<file path="src/rtl/input_debouncer_pkg.sv">
// rtl/input_debouncer_pkg.sv - shared types and defaults for the input debouncer
package input_debouncer_pkg;

  typedef enum logic [1:0] {
    IDLE_LOW     = 2'd0,
    CONFIRM_HIGH = 2'd1,
    IDLE_HIGH    = 2'd2,
    CONFIRM_LOW  = 2'd3
  } db_state_e;

  localparam int unsigned DB_CYCLES_DEF   = 16;
  localparam int unsigned SYNC_STAGES_DEF = 2;

endpackage

</file>
<file path="src/rtl/debounce_channel.sv">
// rtl/debounce_channel.sv - one channel: synchronizer, confirm FSM and edge pulses
module debounce_channel
  import input_debouncer_pkg::*;
#(
  parameter int unsigned SYNC_STAGES = SYNC_STAGES_DEF,
  parameter int unsigned DB_CYCLES   = DB_CYCLES_DEF
) (
  input  logic clk,
  input  logic rst_n,
  input  logic ena,
  input  logic raw_in,
  output logic clean_o,
  output logic rise_o,
  output logic fall_o
);

  localparam int unsigned CW = $clog2(DB_CYCLES + 1);
  localparam logic [CW-1:0] CNT_ONE  = CW'(1);
  localparam logic [CW-1:0] CNT_LAST = CW'(DB_CYCLES - 1);

  logic [SYNC_STAGES-1:0] sync_q;
  logic                   sync;
  db_state_e              state_q, state_d;
  logic [CW-1:0]          cnt_q, cnt_d;
  logic                   clean_q, clean_d;
  logic                   rise_q, rise_d;
  logic                   fall_q, fall_d;

  // Synchronizer keeps running regardless of ena so the FSM never sees stale data.
  always_ff @(posedge clk or negedge rst_n) begin
    if (!rst_n) begin
      sync_q <= '0;
    end else begin
      sync_q <= {sync_q[SYNC_STAGES-2:0], raw_in};
    end
  end

  assign sync = sync_q[SYNC_STAGES-1];

  always_ff @(posedge clk or negedge rst_n) begin
    if (!rst_n) begin
      state_q <= IDLE_LOW;
      cnt_q   <= '0;
      clean_q <= 1'b0;
      rise_q  <= 1'b0;
      fall_q  <= 1'b0;
    end else begin
      state_q <= state_d;
      cnt_q   <= cnt_d;
      clean_q <= clean_d;
      rise_q  <= rise_d;
      fall_q  <= fall_d;
    end
  end

  always_comb begin
    state_d = state_q;
    cnt_d   = cnt_q;
    if (ena) begin
      case (state_q)
        IDLE_LOW: begin
          if (sync) begin
            if (DB_CYCLES == 1) begin
              state_d = IDLE_HIGH;
            end else begin
              state_d = CONFIRM_HIGH;
              cnt_d   = CNT_ONE;
            end
          end
        end
        CONFIRM_HIGH: begin
          if (!sync) begin
            state_d = IDLE_LOW;
            cnt_d   = '0;
          end else if (cnt_q == CNT_LAST) begin
            state_d = IDLE_HIGH;
            cnt_d   = '0;
          end else begin
            cnt_d = cnt_q + CNT_ONE;
          end
        end
        IDLE_HIGH: begin
          if (!sync) begin
            if (DB_CYCLES == 1) begin
              state_d = IDLE_LOW;
            end else begin
              state_d = CONFIRM_LOW;
              cnt_d   = CNT_ONE;
            end
          end
        end
        CONFIRM_LOW: begin
          if (sync) begin
            state_d = IDLE_HIGH;
            cnt_d   = '0;
          end else if (cnt_q == CNT_LAST) begin
            state_d = IDLE_LOW;
            cnt_d   = '0;
          end else begin
            cnt_d = cnt_q + CNT_ONE;
          end
        end
        default: begin
          state_d = IDLE_LOW;
          cnt_d   = '0;
        end
      endcase
    end
  end

  // Level and pulses are registered together so a pulse lines up with the new level.
  always_comb begin
    clean_d = clean_q;
    rise_d  = 1'b0;
    fall_d  = 1'b0;
    if (ena) begin
      clean_d = (state_q == IDLE_HIGH) || (state_q == CONFIRM_LOW);
      rise_d  = clean_d & ~clean_q;
      fall_d  = ~clean_d & clean_q;
    end
  end

  assign clean_o = clean_q;
  assign rise_o  = rise_q;
  assign fall_o  = fall_q;

endmodule

</file>
<file path="src/rtl/input_debouncer.sv">
// rtl/input_debouncer.sv - multi-channel input debouncer; DEBOUNCE_EDGE_CNT_EN adds a rise-event counter
module input_debouncer
  import input_debouncer_pkg::*;
#(
  parameter int unsigned N_CH        = 2,
  parameter int unsigned SYNC_STAGES = SYNC_STAGES_DEF,
  parameter int unsigned DB_CYCLES   = DB_CYCLES_DEF
) (
  input  logic            clk,
  input  logic            rst_n,
  input  logic            ena,
  input  logic [N_CH-1:0] raw_in,
  output logic [N_CH-1:0] clean_o,
  output logic [N_CH-1:0] rise_o,
  output logic [N_CH-1:0] fall_o,
  output logic [7:0]      edge_cnt_o
);

  for (genvar i = 0; i < N_CH; i++) begin : g_ch
    debounce_channel #(
      .SYNC_STAGES(SYNC_STAGES),
      .DB_CYCLES  (DB_CYCLES)
    ) u_ch (
      .clk    (clk),
      .rst_n  (rst_n),
      .ena    (ena),
      .raw_in (raw_in[i]),
      .clean_o(clean_o[i]),
      .rise_o (rise_o[i]),
      .fall_o (fall_o[i])
    );
  end

`ifdef DEBOUNCE_EDGE_CNT_EN
  logic [7:0] edge_cnt_q, edge_cnt_d;

  // Simultaneous rises on several channels count as a single event.
  assign edge_cnt_d = edge_cnt_q + {7'd0, |rise_o};

  always_ff @(posedge clk or negedge rst_n) begin
    if (!rst_n) begin
      edge_cnt_q <= 8'd0;
    end else begin
      edge_cnt_q <= edge_cnt_d;
    end
  end

  assign edge_cnt_o = edge_cnt_q;
`else
  assign edge_cnt_o = 8'd0;
`endif

endmodule

</file>
<file path="config.mk">
export PLATFORM = sky130hd
export DESIGN_NAME = input_debouncer
export DESIGN_NICKNAME = d
export VERILOG_FILES = /design/src/rtl/input_debouncer_pkg.sv /design/src/rtl/debounce_channel.sv /design/src/rtl/input_debouncer.sv
export SDC_FILE = /design/constraint.sdc
export NUM_CORES = 1
export LEC_CHECK = 0
export ABC_AREA = 1
export CORE_MARGIN = 2
export CORE_UTILIZATION = 60
export CTS_CLUSTER_SIZE = 30
export DETAILED_ROUTE_END_ITERATION = 8
export DONT_BUFFER_PORTS = 1
export GPL_ROUTABILITY_DRIVEN = 1
export PLACE_DENSITY = 0.75
export SETUP_SLACK_MARGIN = 0.3
export SLEW_MARGIN = 20
export SYNTH_ARGS = -nofsm -noshare
export SYNTH_HDL_FRONTEND = slang
export SYNTH_SLANG_ARGS = --single-unit
</file>
<file path="constraint.sdc">
create_clock -name clk -period 3.3 [get_ports clk]
set_input_delay 0.825 -clock clk [delete_from_list [all_inputs] [get_ports clk]]
set_output_delay 0.825 -clock clk [all_outputs]
set_load 0.1 [all_outputs]
</file>
==> flow_summary.toml, run 1 <==
[run_status]
status = "completed"

[timing]
min_period_ns = 2.118
timing.final.crit_share = 0.6418
finalSetupViolCount = 0
clock-skew-final_ns = 0.006690
tightest_slew_ns = 0.9199
drv_slew = 0
hold_viol_final = 0
grt_setup_unrepaired = "no"
fmax_ghz = 0.4722
setup_tns_ns = 0
slew_headroom = 0.3867

[routing]
wl_per_cell_um = 11.36
routed-via-count = 972
final_antenna_net_count = 0
drc = 0
viasPerCell = 5.170
drtPass1Iterations = 4
drt-total-wl_mm = 2.136
drtIter0Drc = 17

[cells_and_area]
area_delta_synth_final_pct = -0.8520
ff_latch_area_um2 = 600.6
multi_input_area_um2 = 529.3
fillers = 175
fin_cells = 188
nNetsFinal = 169
n_antenna_cell = 0
stdcell_area_um2 = 1310
drive_above_1_share = 0.1491

[logic_synthesis]
synth-compound-area-share = 0.02367
synth_top_family_by_area = "simple AND/OR/NAND/NOR gates"
syn_inst = 166
synth-edff-count = 0
synth_top_area_share = 0.4545
yosysUniqueCellTypes = 22
yosysWarnings = 0
ys_seq_area_frac = 0.4545
synth_fa_ha_area_frac = 0.01894
syn_avg_cell_area_um2 = 7.959
ys_ff_latch = 24
yosys.area_share.simple = 0.3286
synth-xor-area-share = 0.006629
syn_area_um2 = 1321
synth_top_area_cell = "dfrtp_1"
synth_mux_area_frac = 0
ys.flop_type = "dfrtp_1"
yosysMostFrequentCell = "nand2_1"
synth_common_cells = "nand2_1, dfrtp_1, inv_1, nand3_1, buf_4"
synth_area_leaders = "dfrtp_1, nand2_1, buf_4"
ys_async_sr_fraction = 1.000

[floorplan]
rows = 16
core_area_um2 = 2022
start_util = 0.6535
die_area_um2 = 2593
die_y_um = 50.93
die_x_um = 50.93
ios = 19

[global_routing]
grt_pass1_vias = 900
grt_pass1_wl_mm = 3.657
grt_max_degree = 25
track_usage = 0.1906
grt_antenna_before_repair = 0
grt_overflow = 0

[power_and_ir_drop]
switching_share = 0.4822
ir_worst_vdd_mv = 0.5691
seq_power_share = 0.529
power_density_nw_per_um2 = 878.9
p_switching_uw = 555.2
internal_power_uw = 596.1
pwr-share-clk = 0.184
leakagePower_nw = 0.7447
combPwrFrac = 0.287

[clock_network]
cts_inserted_buffers = 3
path_clk_slew_ns = 0.13
cts_resized = 0
htreeDepth = 1
ctsRootBufferMaster = "clkbuf_4"
clkLatencyLatePin_ns = 0.32
clockBufferDepth = 2
clkSinkCount = 24
cts_tree = "yes"
cts_setup_buffers = 0
hold_buffers = 0

[critical_path]
endpoint_kind = "output pin"
reg2reg_slack_ns = 1.95
cp.required_ns = 2.47
start_kind = "flip-flop"
crit_path_max_fanout = 3
r2r-end = "g_ch[1].u_ch.fall_o"
ff2ff_path_depth = 2
arrival_ns = 1.29
crit_type = "reg2out"
reg2reg_from = "g_ch[1].u_ch.clean_o"

[min_path]
hp-class = "in2async"

[placement]
io_buffers = 0
placed_cells = 184
placedInstanceArea_um2 = 1257
gp_congestion = 0.8817
hpwlAfterDp_mm = 1.543

[run]
cap_violations = 0
worst reg2reg max path, delay by kind of cell, from the launching register on:
family / cells / cell delay [ns]
flops: 1 / 0.97
simple gates: 1 / 0.16
buf+inv: 1 / 0.14
placed cells by master (no fill, tap or decap):
master,Yosys,layout
ha_1,2,2
nand3_2,2,2
conb_1,1,8
nor2_1,7,7
and2_1,1,1
o21ai_0,2,2
nand2_2,6,6
nor2_2,2,2
xor2_1,1,1
nand3_1,17,17
a21boi_1,1,1
nand4_1,6,6
nand2_1,47,47
dfrtp_1,24,24
o21ai_1,1,1
inv_1,18,18
a21oi_2,1,1
nand2_4,2,2
inv_2,7,7
nor3_1,2,2
clkbuf_4,0,3
bufinv_16,0,1
metrics by stage:
step                worst slack, ns  utilization  power (mW)  hold WS (ns)
detailed placement            1.544       0.6219      0.9418        0.3373
floorplan                     1.852            -      0.9257        0.3312
CTS                           1.164       0.6479       1.160        0.1616
finish                        1.182       0.6479       1.151        0.1760
global placement              1.552       0.6219      0.9225        0.3328
global route                  1.150       0.6479       1.228        0.1517
cells by family (layout without fill, tap and decap cells):
family                     after synthesis  after routing
AOI/OAI and AO/OA                        5              5
and+or+nand+nor                         92             92
buffers and inverters                   41             29
xor gates and xnor gates                 1              1
DFF                                     24             24
other                                    1              8
adders and majority gates                2              2
worst max path at each step:
stage,to,from,slack (ns),depth (start not counted)
after floorplan,clean_o[0],g_ch[0].u_ch.clean_o,1.85,1
after global placement,clean_o[0],g_ch[0].u_ch.clean_o,1.55,0
after detailed placement,clean_o[1],g_ch[1].u_ch.clean_o,1.54,0
after CTS,clean_o[1],g_ch[1].u_ch.clean_o,1.16,0
after global routing,clean_o[0],g_ch[0].u_ch.clean_o,1.15,0
final,clean_o[1],g_ch[1].u_ch.clean_o,1.18,0
layer usage:
layer,global-route usage,up-vias,wire (um),share of wire
li1,-,483,-,-
met1,0.2318,455,965,0.45
met2,0.3182,30,1031,0.48
met3,0.02632,4,107,0.050
met4,0.1171,0,31,0.015
met5,0,-,0,0
state kept, by name (all words and copies together), names as in the netlist, named ones only:
signal             count
g_ch.u_ch.fall_o       2
g_ch.u_ch.cnt_q       10
g_ch.u_ch.sync_q       4
g_ch.u_ch.state_q      2
g_ch.u_ch.rise_o       2
g_ch.u_ch.clean_o      2
power by group through the flow:
stage	clock network (mW)	logic (mW)	registers [mW]
final	0.212	0.331	0.609
after global routing	0.228	0.379	0.621
after CTS	0.219	0.332	0.608
after detailed placement	0	0.329	0.612
after global placement	0	0.315	0.608
after floorplan	0	0.493	0.433
area by class of cell:
class / instances / area share
Clock buffer: 3 / 0.01719
Clock inverter: 1 / 0.02292
Inverter: 25 / 0.07163
Multi-Input combinational cell: 108 / 0.4040
Sequential cell: 24 / 0.4585
Tap cell: 27 / 0.02579
Note: power is estimated with default switching activity, not from simulation.
==> run 2: changes to the inputs <==
--- a/config.mk
+++ b/config.mk
@@ -7,12 +7,12 @@
 export LEC_CHECK = 0
 export ABC_AREA = 1
 export CORE_MARGIN = 2
-export CORE_UTILIZATION = 60
+export CORE_UTILIZATION = 55
 export CTS_CLUSTER_SIZE = 30
 export DETAILED_ROUTE_END_ITERATION = 8
 export DONT_BUFFER_PORTS = 1
 export GPL_ROUTABILITY_DRIVEN = 1
-export PLACE_DENSITY = 0.75
+export PLACE_DENSITY = 0.72
 export SETUP_SLACK_MARGIN = 0.3
 export SLEW_MARGIN = 20
 export SYNTH_ARGS = -nofsm -noshare
==> constraint.sdc (replaced) <==
create_clock -name clk -period 1.8 [get_ports clk]
set_input_delay 0.45 -clock clk [delete_from_list [all_inputs] [get_ports clk]]
set_output_delay 0.45 -clock clk [all_outputs]
set_load 0.1 [all_outputs]
==> run 2 against run 1 <==
Sequential power rose by 37%; cell count grew 4.3%; sequential cell count unchanged; clock power grew 35%; die area rose by 8.4%; worst hold slack lost 0.083 ns; largest cell class unchanged; global-route usage is 0.87 points lower; critical path type unchanged; routed wire length shrank 1.7%; first-iteration DRC count is 47% higher; combinational power rose to 2.9 times the previous value.
==> flow_summary.toml, run 2 (synthesis gave the netlist of run 1 again) <==
[timing]
fmax_ghz = 0.7070
drv_slew = 0
whs_ns = 0.09343
setup_ws_ns = 0.3855
finalSetupViolCount = 0
tightest_slew_ns = 0.5295
timing.final.crit_share = 0.7858
grt_setup_unrepaired = "no"
min_period_ns = 1.414
clock-skew-final_ns = 0.002722
slew_headroom = 0.6470
setup_tns_ns = 0
hold_viol_final = 0

[floorplan]
core_area_um2 = 2233
die_y_um = 53.02
start_util = 0.5916
die_x_um = 53.02
die_area_um2 = 2811
rows = 17
ios = 19

[power_and_ir_drop]
p_switching_mw = 1.029
leakagePower_nw = 0.7742
internal_power_mw = 1.049
switching_share = 0.4953
combPwrFrac = 0.459
power_density_nw_per_um2 = 1541
seq_power_share = 0.403
pwr-share-clk = 0.138
total_power_mw = 2.078
ir_worst_vdd_mv = 0.8474

[cells_and_area]
multi_input_area_um2 = 529.3
final_util = 0.6039
final_common_cell = "nand2_1"
regMostFlops = "g_ch.u_ch.cnt_q"
nNetsFinal = 176
n_antenna_cell = 0
layout_common_cells = "nand2_1, dfrtp_1, inv_1"
top_regs = "g_ch.u_ch.cnt_q x10, g_ch.u_ch.sync_q x4"
ff_latch_area_um2 = 600.6
fillers = 206
largest_register_ffs = 10
area_delta_synth_final_pct = 2.083
drive_above_1_share = 0.1845

[critical_path]
crit_slowest_cell = "dfrtp_1"
start_kind = "flip-flop"
worst-path-buf-inv = 1
cpPeakStageDelay_ns = 0.41
cp.required_ns = 1.35
crit_type = "reg2out"
crit_family = "flip-flops"
crit_chain = "buf_6"
endpoint_kind = "output pin"
arrival_ns = 0.96
crit_path_max_fanout = 3

[clock_network]
cts_inserted_buffers = 3
clkLatencyLatePin_ns = 0.31
clkSinkCount = 24
cts_setup_buffers = 0
ctsRootBufferMaster = "clkbuf_4"
path_clk_slew_ns = 0.13
clockBufferDepth = 2
cts_tree = "yes"
htreeDepth = 1

[routing]
final_antenna_net_count = 0
viasPerCell = 4.980
drtIter0Drc = 25
wl_per_cell_um = 10.71
drtPass1Iterations = 4
drt-total-wl_mm = 2.100
drc = 0
routed-via-count = 976

[global_routing]
grt_pass1_vias = 899
grt_max_degree = 25
track_usage = 0.1818
grt_overflow = 0
grt_pass1_wl_mm = 3.657
grt_antenna_before_repair = 0

[run]
cap_violations = 0

[placement]
hpwlAfterDp_mm = 1.544
dp_slack_ns = 0.6484
gp_congestion = 0.8412
io_buffers = 0

[run_status]
status = "completed"

[min_path]
hp-class = "in2async"
run 2: changes by cell type in the layout (fill, tap and decap cells not counted):
cell | previous run | this run
buf_4 | 0 | 5
buf_2 | 0 | 1
buf_6 | 0 | 1
bufinv_16 | 1 | 0
clkbuf_8 | 0 | 1
run 2: per-stage QoR:
step / instance area (um2) / cells
3_3_place_gp: 1304 / 191
6_report: 1349 / 196
2_1_floorplan: 1348 / 173
4_1_cts: 1350 / 196
3_5_place_dp: 1304 / 191
5_1_grt: 1349 / 196
run 2: metal layers:
layer / wire length (um) / vias up / GRT usage
met2: 986 / 26 / 0.3000
met4: 25 / 0 / 0.08974
li1: - / 498 / -
met5: 0 / - / 0
met3: 98 / 4 / 0.03390
met1: 988 / 448 / 0.2269
run 2: power by group through the flow:
stage | Combinational [mW] | Clock (mW) | Sequential, mW
after floorplan | 0.904 | 0 | 0.793
after global routing | 1.06 | 0.315 | 0.863
after global placement | 0.920 | 0 | 0.833
final | 0.955 | 0.286 | 0.837
after detailed placement | 0.944 | 0 | 0.845
after CTS | 0.959 | 0.293 | 0.832
run 2: final timing paths:
path / from / end / slack [ns] / cells past startpoint
max: g_ch[1].u_ch.clean_o / clean_o[1] / 0.39 / 1
min: rst_n / g_ch[1].u_ch.rise_o / 0.09 / 1
max reg2reg: g_ch[0].u_ch.cnt_q[0] / flip-flop / 0.63 / 6
min reg2reg: g_ch[1].u_ch.sync_q[0] / g_ch[1].u_ch.sync_q[1] / 0.36 / 0
max in group asynchronous: rst_n / g_ch[0].u_ch.cnt_q[2] / 1.36 / 1
min in group clk: raw_in[0] / g_ch[0].u_ch.sync_q[0] / 0.15 / 0
run 2: what timing repair did:
| action | CTS | global route |
|---|---|---|
| endpoints found under the hold margin | 24 | 0 |
| hold buffers | 1 | 0 |
| gates resized for setup | 0 | 1 |
| setup endpoints to repair | 0 | 1 |
run 2: layout make-up:
class	instances	share of cell area
inverters	25	0.06957
clock buffers	4	0.02690
multi-input cells	108	0.3924
repair buffers	7	0.03989
well taps	28	0.02597
flip-flops and latches	24	0.4453
run 2: worst reg2reg max path: cells and delay by family, from the launching register on:
family,cells,cell delay [ns]
AND/OR/NAND/NOR,4,0.32
AO/OA/AOI/OAI,1,0.17
adder cells (fa/ha/maj),1,0.19
flip-flops,1,0.39
